File: src/rtl/snake_body.sv
// Snake body engine: segment array, step timing, growth and collision detection,
// plus a registered cell lookup for the draw logic. Define SNAKE_WRAP_WALLS_EN for wrap-around walls.
module snake_body #(
    parameter int unsigned GRID_W    = 40,
    parameter int unsigned GRID_H    = 30,
    parameter int unsigned MAX_LEN   = 16,
    parameter int unsigned STEP_SLOW = 12_500_000,
    parameter int unsigned STEP_FAST = 6_250_000
) (
    input  logic       clk,
    input  logic       rst,
    input  logic [3:0] state_m,
    input  logic [3:0] move_d,
    input  logic       speed_m,
    input  logic [5:0] food_x,
    input  logic [4:0] food_y,
    input  logic       food_valid,
    input  logic [5:0] px,
    input  logic [4:0] py,
    output logic [5:0] head_x,
    output logic [4:0] head_y,
    output logic [6:0] body_len,
    output logic       game_over,
    output logic       eat,
    output logic       hit_head,
    output logic       hit_body
);

    typedef enum logic [3:0] {
        ST_START = 4'b0001,
        ST_SPEED = 4'b0010,
        ST_PLAY  = 4'b0100,
        ST_END   = 4'b1000
    } game_st_t;

    typedef enum logic [3:0] {
        DIR_RIGHT = 4'b0001,
        DIR_LEFT  = 4'b0010,
        DIR_DOWN  = 4'b0100,
        DIR_UP    = 4'b1000
    } dir_t;

    localparam logic [5:0] X_MAX = 6'(GRID_W - 1);
    localparam logic [4:0] Y_MAX = 5'(GRID_H - 1);

    logic [5:0]  seg_x [MAX_LEN];
    logic [4:0]  seg_y [MAX_LEN];
    logic [31:0] cnt;
    logic [31:0] period;
    logic [31:0] len32;
    dir_t        dir_q;
    dir_t        dir_eff;
    logic        in_play;
    logic        tick;
    logic [5:0]  nx;
    logic [4:0]  ny;
    logic        wall;
    logic        eat_hit;
    logic        self_hit;
    logic        collide;
    logic        look_body;

    assign head_x  = seg_x[0];
    assign head_y  = seg_y[0];
    assign len32   = 32'(body_len);
    assign period  = speed_m ? 32'(STEP_SLOW) : 32'(STEP_FAST);
    assign in_play = (state_m == ST_PLAY);
    assign tick    = in_play && !game_over && (cnt >= period - 32'd1);
    assign dir_eff = $onehot(move_d) ? dir_t'(move_d) : dir_q;

    always_comb begin
        nx   = seg_x[0];
        ny   = seg_y[0];
        wall = 1'b0;
        case (dir_eff)
            DIR_RIGHT: begin
                if (seg_x[0] == X_MAX) begin
`ifdef SNAKE_WRAP_WALLS_EN
                    nx = '0;
`else
                    wall = 1'b1;
`endif
                end else nx = seg_x[0] + 6'd1;
            end
            DIR_LEFT: begin
                if (seg_x[0] == '0) begin
`ifdef SNAKE_WRAP_WALLS_EN
                    nx = X_MAX;
`else
                    wall = 1'b1;
`endif
                end else nx = seg_x[0] - 6'd1;
            end
            DIR_DOWN: begin
                if (seg_y[0] == Y_MAX) begin
`ifdef SNAKE_WRAP_WALLS_EN
                    ny = '0;
`else
                    wall = 1'b1;
`endif
                end else ny = seg_y[0] + 5'd1;
            end
            DIR_UP: begin
                if (seg_y[0] == '0) begin
`ifdef SNAKE_WRAP_WALLS_EN
                    ny = Y_MAX;
`else
                    wall = 1'b1;
`endif
                end else ny = seg_y[0] - 5'd1;
            end
            default: ;
        endcase
    end

    // The tail only counts as an obstacle when eating, since it does not vacate then.
    always_comb begin
        eat_hit  = food_valid && (nx == food_x) && (ny == food_y);
        self_hit = 1'b0;
        for (int unsigned i = 0; i < MAX_LEN; i++) begin
            if (((i + 1 < len32) || (eat_hit && (i + 1 == len32))) &&
                (seg_x[i] == nx) && (seg_y[i] == ny))
                self_hit = 1'b1;
        end
        collide = wall || self_hit;
    end

    always_comb begin
        look_body = 1'b0;
        for (int unsigned i = 1; i < MAX_LEN; i++) begin
            if ((i < len32) && (seg_x[i] == px) && (seg_y[i] == py))
                look_body = 1'b1;
        end
    end

    always_ff @(posedge clk or posedge rst) begin
        if (rst) begin
            for (int unsigned i = 0; i < MAX_LEN; i++) begin
                seg_x[i] <= '0;
                seg_y[i] <= '0;
            end
            seg_x[0]  <= 6'd10;  seg_y[0] <= 5'd15;
            seg_x[1]  <= 6'd9;   seg_y[1] <= 5'd15;
            seg_x[2]  <= 6'd8;   seg_y[2] <= 5'd15;
            body_len  <= 7'd3;
            cnt       <= '0;
            game_over <= 1'b0;
            eat       <= 1'b0;
            dir_q     <= DIR_RIGHT;
            hit_head  <= 1'b0;
            hit_body  <= 1'b0;
        end else begin
            eat      <= 1'b0;
            hit_head <= (seg_x[0] == px) && (seg_y[0] == py);
            hit_body <= look_body;
            if (state_m == ST_START) begin
                for (int unsigned i = 0; i < MAX_LEN; i++) begin
                    seg_x[i] <= '0;
                    seg_y[i] <= '0;
                end
                seg_x[0]  <= 6'd10;  seg_y[0] <= 5'd15;
                seg_x[1]  <= 6'd9;   seg_y[1] <= 5'd15;
                seg_x[2]  <= 6'd8;   seg_y[2] <= 5'd15;
                body_len  <= 7'd3;
                cnt       <= '0;
                game_over <= 1'b0;
                dir_q     <= DIR_RIGHT;
            end else if (in_play && !game_over) begin
                if (tick) begin
                    cnt   <= '0;
                    dir_q <= dir_eff;
                    if (collide) begin
                        game_over <= 1'b1;
                    end else begin
                        for (int unsigned i = 1; i < MAX_LEN; i++) begin
                            seg_x[i] <= seg_x[i-1];
                            seg_y[i] <= seg_y[i-1];
                        end
                        seg_x[0] <= nx;
                        seg_y[0] <= ny;
                        if (eat_hit) begin
                            eat <= 1'b1;
                            if (body_len < 7'(MAX_LEN))
                                body_len <= body_len + 7'd1;
                        end
                    end
                end else begin
                    cnt <= cnt + 32'd1;
                end
            end
        end
    end

endmodule

File: config.mk
export PLATFORM = sky130hd
export DESIGN_NAME = snake_body
export DESIGN_NICKNAME = d
export VERILOG_FILES = /design/src/rtl/snake_body.sv
export SDC_FILE = /design/constraint.sdc
export NUM_CORES = 1
export LEC_CHECK = 0
export BUFFER_PORTS_ARGS = -buffer_cell sky130_fd_sc_hd__buf_2
export CAP_MARGIN = 20
export CORE_ASPECT_RATIO = 1.5
export CORE_MARGIN = 3
export CORE_UTILIZATION = 55
export DETAILED_ROUTE_END_ITERATION = 6
export MAX_ROUTING_LAYER = met4
export PLACE_DENSITY = 0.72
export SLEW_MARGIN = 5
export SYNTH_ARGS = -nofsm -noshare
export SYNTH_HDL_FRONTEND = slang
export SYNTH_SLANG_ARGS = --single-unit
File: constraint.sdc
create_clock -name clk -period 9.5 [get_ports clk]
set_input_delay 0.475 -clock clk [delete_from_list [all_inputs] [get_ports clk]]
set_output_delay 0.475 -clock clk [all_outputs]
set_load 0.02 [all_outputs]
# ---- Word level (Yosys, flattened, before mapping)
# Index checks and enable logic that the tools add are counted.
dict set report totals {
  regBits 223
  input_bits 34
  out_inout_bits 22
  word_cells 344
}
dict set report classes {
  add_sub_neg 10
  order_cmp 18
  n_eq_ne 92
  mux 73
  reduce_logical 112
}
# operator n
set ops {}
lappend ops {{96-bit 2-to-1 mux} 4}
lappend ops {{80-bit 2-to-1 mux} 4}
lappend ops {{6-bit == test} 33}
lappend ops {{5-bit == test} 33}
lappend ops {{32-bit 2-to-1 mux} 3}
lappend ops {{1-bit logical AND} 83}
lappend ops {{4-bit by 7-bit == test with 1-bit output (first input constant)} 8}
lappend ops {{4-bit by 7-bit < comparator with 1-bit output (first input constant)} 8}
lappend ops {{1-bit 2-to-1 mux} 44}
lappend ops {{7-bit 2-to-1 mux} 6}
lappend ops {{32-bit by 1-bit adder with 32-bit output (second input constant)} 1}
lappend ops {{32-bit >= comparator} 1}
lappend ops {{3-bit by 7-bit == test with 1-bit output (first input constant)} 4}
lappend ops {{3-bit by 7-bit < comparator with 1-bit output (first input constant)} 4}
lappend ops {{24-bit by 1-bit subtractor with 25-bit output (second input constant)} 1}
lappend ops {{24-bit 2-to-1 mux} 1}
lappend ops {{1-bit logical OR} 17}
lappend ops {{4-bit 2-to-1 mux} 4}
lappend ops {{2-bit by 7-bit == test with 1-bit output (first input constant)} 2}
lappend ops {{2-bit by 7-bit < comparator with 1-bit output (first input constant)} 2}
lappend ops {{6-bit 2-to-1 mux} 2}
lappend ops {{6-bit case mux with 2 select lines} 1}
lappend ops {{5-bit 2-to-1 mux} 2}
lappend ops {{5-bit case mux with 2 select lines} 1}
lappend ops {{other kinds (28)} 36}

# ---- Logic depth before layout (Yosys ltp)
dict set report logic_depth {
  depth_word 34
  ltp_mapped 26
  mapped_depth_nobuf 18
}

# ---- Worst setup path before layout
# Ideal clock, no wire load.
dict set report synth_path {
  path_type {input to register}
  from {input port move_d[0]}
  to {register seg_y[12] in the netlist's numbering}
  setup_ns 0.139
  arrival_time_ns 5.438
  required_ns 9.361
  path_slack_ns 3.922
  path_stages 25
  n_path_buf 7
  path_cell_list {clkbuf_1 -> inv_1 -> fa_1 -> inv_1 -> ha_1 -> ha_1 -> or3b_4 -> buf_6 -> mux2i_4 -> a222oi_1 -> buf_2 -> nor3_1 -> nor4_1 -> nand4b_1 -> nor4_2 -> buf_4 -> a211oi_1 -> o32ai_2 -> nor4_2 -> and4_1 -> buf_2 -> buf_6 -> buf_2 -> nand2_1 -> o31ai_2}
}
dict set report synth_via {
  elab_chain_cells 32
  elab_cells_between_ends 130
  classes_between {add/sub (2); eq/ne (40); mux (20); reduce/logical (68)}
}
# item line
set synth_rtl {}
lappend synth_rtl {{start, declared} 13} ;# input logic [3:0] move_d,
lappend synth_rtl {{1-bit by 1-bit adder with 2-bit output (not written as such)} 69} ;# assign dir_eff = $onehot(move_d) ? dir_t'(move_d) : dir_q;
lappend synth_rtl {{2-bit by 2-bit adder with 3-bit output (not written as such)} 69}
lappend synth_rtl {{3-bit by 1-bit == test with 1-bit output} 69}
lappend synth_rtl {{4-bit 2-to-1 mux *} 69}
lappend synth_rtl {{4-bit by 2-bit == test with 1-bit output or 4-bit by 1-bit == test with 1-bit output (tied branches)} 75} ;# case (dir_eff)
lappend synth_rtl {{6-bit case mux with 2 select lines} 75}
lappend synth_rtl {{6-bit == test} 118} ;# eat_hit = food_valid && (nx == food_x) && (ny == food_y);
lappend synth_rtl {{1-bit logical AND (2 in a row)} 118}
lappend synth_rtl {{1-bit logical AND} 121} ;# if (((i + 1 < len32) || (eat_hit && (i + 1 == len32))) &&
lappend synth_rtl {{1-bit logical OR} 121}
lappend synth_rtl {{1-bit logical AND} 121}
lappend synth_rtl {{1-bit logical AND} 122} ;# (seg_x[i] == nx) && (seg_y[i] == ny))
lappend synth_rtl {{1-bit 2-to-1 mux (16 in a row)} 121}
lappend synth_rtl {{1-bit logical OR *} 125} ;# collide = wall || self_hit;
lappend synth_rtl {{2-bit by 1-bit != test with 1-bit output (no line) *} -}
lappend synth_rtl {{3-bit AND reduction (no line) *} -}
lappend synth_rtl {{end signal, assigned by index} 177} ;# seg_y[i] <= seg_y[i-1];
lappend synth_rtl {{end, declared} 47} ;# logic [4:0] seg_y [MAX_LEN];
# Every way passes the cells marked *; elsewhere a longest branch is shown, timed or not.
# A chain may end at the register's enable or synchronous reset.

# ---- Worst setup path in the final report
dict set report layout_path {
  from {input port move_d[3]}
  to {register body_len[3]}
}
dict set report layout_via {
  elab_chain_cells 32
  elab_cells_between_ends 131
  classes_between {add/sub (2); eq/ne (40); mux (20); reduce/logical (69)}
}
# item line
set layout_rtl {}
lappend layout_rtl {{1-bit by 1-bit adder with 2-bit output (not written as such)} 69}
lappend layout_rtl {{2-bit by 2-bit adder with 3-bit output (not written as such)} 69}
lappend layout_rtl {{3-bit by 1-bit == test with 1-bit output} 69}
lappend layout_rtl {{4-bit 2-to-1 mux *} 69}
lappend layout_rtl {{4-bit by 2-bit == test with 1-bit output or 4-bit by 1-bit == test with 1-bit output (tied branches)} 75}
lappend layout_rtl {{6-bit case mux with 2 select lines} 75}
lappend layout_rtl {{6-bit == test} 118}
lappend layout_rtl {{1-bit logical AND (2 in a row)} 118}
lappend layout_rtl {{1-bit logical AND} 121}
lappend layout_rtl {{1-bit logical OR} 121}
lappend layout_rtl {{1-bit logical AND} 121}
lappend layout_rtl {{1-bit logical AND} 122}
lappend layout_rtl {{1-bit 2-to-1 mux (16 in a row)} 121}
lappend layout_rtl {{1-bit logical OR} 125}
lappend layout_rtl {{2-bit by 1-bit != test with 1-bit output (no line)} -}
lappend layout_rtl {{5-bit AND reduction (no line) *} -}
lappend layout_rtl {{end signal, assigned} 184} ;# body_len <= body_len + 7'd1;
lappend layout_rtl {{end, declared} 22} ;# output logic [6:0] body_len,
# Marked as above.

==> results_dict.tcl <==
set metrics [dict create \
    drv_slew 0 \
    core_area_sq_um 29000 \
    fin_crit_sh_pct 76.5 \
    cap_violations 0 \
    synth.cell_area_sq_um 16400 \
    postRouteAntennaNets 0 \
    cts_setup_buffers 0 \
    netlist_instances 1862 \
    cts_buffer_depth 3 \
    fmax_mhz 138 \
    vdd.ir_drop.worst_mv 0.172 \
    synth_edf_count 0 \
    grt_max_degree 104 \
    gp_congestion 1.03 \
    yosysTopAreaCellShare_pct 31.0 \
    synth_top_family_by_area "simple AND/OR/NAND/NOR gates" \
    synth-simple-area-share_pct 19.8 \
    grt_util_all_layers_pct 37.9 \
    synth_fa_ha_area_share_pct 1.86 \
    antenna_found_initial 1 \
    worst_slew_pin_slew_ps 1210 \
    synth.area.top_cells "dfrtp_1 31%, xnor2_1 11%, nand2_1 5.8%" \
    critPathSlowestCell "buf_4" \
    p_leak_nw 7.25 \
    drive_above_1_share_pct 12.8 \
    endpoint_kind "register" \
    required_ps 9960 \
    drc 2 \
    violations "design-rule violations" \
    cts_tree "done" \
    synth-async-reset-ratio_pct 100 \
    synth_xor_area_share_pct 17.8 \
    yosysSeqAreaShare_pct 34.2 \
    rows 76 \
    synth_top_area_cell "dfrtp_1" \
    cts-root-buf "clkbuf_16" \
    yosys_warnings 0 \
    avgSynthCellArea_sq_um 8.79 \
    nets 1897 \
    drt-total-wl_microns 59700 \
    reg2reg_depth 18 \
    startpoint_type "input pin" \
    wl_per_cell_microns 26.6 \
    syn_nets 1919 \
    hpwlAfterDp_microns 42300 \
    tns_ps 0 \
    cts_sinks 223 \
    syn2layout_area_growth_pct 7.34 \
    initial_core_util_pct 56.5 \
    worstPathMaxFanout 82 \
    cts-resized-gates 0 \
    synth_seq_cells 223 \
    grt_pass1_wl_microns 90700 \
    synth_mux_area_share_pct 2.70 \
    finClkSkew_ps 27.0 \
    path_class "input pin to register" \
    dieArea_sq_um 31900 \
    crit_path_cell_trace "buf_2 > inv_1 > fa_1 > inv_1 > ha_1 > ha_1 > or3b_4 > mux2i_1 > a221oi_1 > nor2_2 > xnor2_1 > nand4_1 > nor4_2 > buf_4 > a31oi_1 > nor3_1 > nor4_1 > and4_4 > buf_4 > a41oi_1 > o21a_1" \
    die_w_microns 147 \
    status "finished, violations left" \
    holdBufCountCts 0 \
    dr.first_iter.drc_count 1417 \
    fill_cells 2586 \
    gr-total-overflow 0 \
    hp-class "input pin to async pin" \
    grt_setup_unrepaired "no" \
    critical-path-max-stage-delay_ps 850 \
    slew_headroom_pct 18.6 \
    ys_types 98 \
    drt-vias-per-instance 6.62 \
    cts_made_buffers 24 \
    synthFlopType "dfrtp_1" \
    num_io_pins 56 \
    dr.pass1.iters 7 \
    p_per_area_nw_per_um2 151 \
    port-buffer-count 55 \
    dr_total_vias 14883 \
    final-hold-violation-count 0 \
    worst_ep_arrival_time_ps 7720 \
    power.total_mw 2.66 \
    setup_viol 0 \
    clk_transition_reported_paths_ps 70 \
    die_h_microns 217 \
    synth_compound_area_share_pct 17.2 \
    ctsHtreeMaxLevel 1 \
    finalCriticalPeriod_ps 7270 \
    clock_latency_ps 560 \
    first_global_vias 14893 \
]
-- where the power goes --
group	leakage (nW)	switching, mW	internal, mW
logic	3.80	0.387	0.216
clock network	0.407	0.416	0.615
registers	3.03	0.0435	0.978
-- flip-flops by register name, summed over array words and instances (netlist names) --
signal	flops
body_len	7
cnt	32
dir_q	4
eat	1
game_over	1
head_x	6
head_y	5
hit_body	1
hit_head	1
seg_x	90
seg_y	75
-- cells by family after synthesis --
kind of cell	count (synthesis)
xor gates and xnor gates	324
and+or+nand+nor	659
buffers and inverters	228
DFF	223
adders and majority gates	24
muxes	42
AOI/OAI and AO/OA	362
-- metal layers --
layer,GRT usage (%),share of wire (%),up-vias
met5,-,0,-
met4,27.7,9.4,0
met2,60.1,47,841
li1,-,-,6517
met1,43.4,36,7188
met3,6.25,8.1,337
-- cell type report --
class / instances / area [sq um] / share of cell area [%]
antenna: 1 / 2.50 / 0.0142
clock buffer: 35 / 692 / 3.94
clock inverter: 8 / 160 / 0.911
inverter: 90 / 345 / 1.96
multi-input combinational: 1411 / 9750 / 55.4
sequential: 223 / 5610 / 31.9
tap: 390 / 488 / 2.78
timing repair buffer: 90 / 538 / 3.06
-- critical path: cells and delay by family --
family	cells	cell delay, ps
buffers and inverters	5	1390
adder cells (fa/ha/maj)	3	980
multiplexers	1	730
XOR/XNOR	1	170
AND/OR/NAND/NOR	7	2820
AO/OA/AOI/OAI	4	1120
-- stage by stage --
step / area, sq um / utilization (%) / cells / hold slack (ps) / setup WS [ps]
floorplan: 16400 / - / 1862 / 462 / 2950
global placement: 16700 / 57.7 / 2204 / 486 / 1950
detailed placement: 16700 / 57.7 / 2204 / 494 / 1810
CTS: 17600 / 60.6 / 2247 / 82.2 / 2420
global route: 17600 / 60.6 / 2248 / 137 / 1890
finish: 17600 / 60.6 / 2248 / 76.9 / 2230
-- cell usage in the layout (no fill, tap or decap), types with 30 or more instances in the layout --
master   synthesis  routed
mux2i_1         37      37
nor2_1          66      66
inv_1           88      87
buf_2           32      55
nand3_1        105     105
nand4_1         47      47
xor2_1         104     104
and3_1          30      30
nand2_1        252     252
o21ai_0         81      81
a21oi_1         46      46
o31ai_2         56      55
dfrtp_1        203     203
nor4_1          40      40
nor3_1          49      49
xnor2_1        214     214
buf_4           20      35
-- path summary, 6_finish.rpt --
kind                                  startpoint                 endpoint  slack, ps
setup / recovery                       move_d[3]  body_len[3]$_DFFE_PP0P_       2230
hold / removal                               rst    seg_x[63]$_DFFE_PP0P_         80
setup reg to reg           head_x[0]$_DFFE_PP0P_  body_len[3]$_DFFE_PP0P_       2320
hold reg to reg              cnt[20]$_DFFE_PP0P_      cnt[20]$_DFFE_PP0P_        500
max in group asynchronous                    rst     seg_y[9]$_DFFE_PP0P_       8110
min in group clk                       move_d[0]     dir_q[0]$_DFFE_PP1P_        340
-- cells in the mapped netlist, types with 40 or more instances --
library cell  count
nand2_1         252
xnor2_1         214
dfrtp_1         203
nand3_1         105
xor2_1          104
inv_1            88
o21ai_0          81
clkbuf_1         70
nor2_1           66
o31ai_2          56
nor3_1           49
nand4_1          47
a21oi_1          46
nor4_1           40
Note: power is estimated with default switching activity, not from simulation.
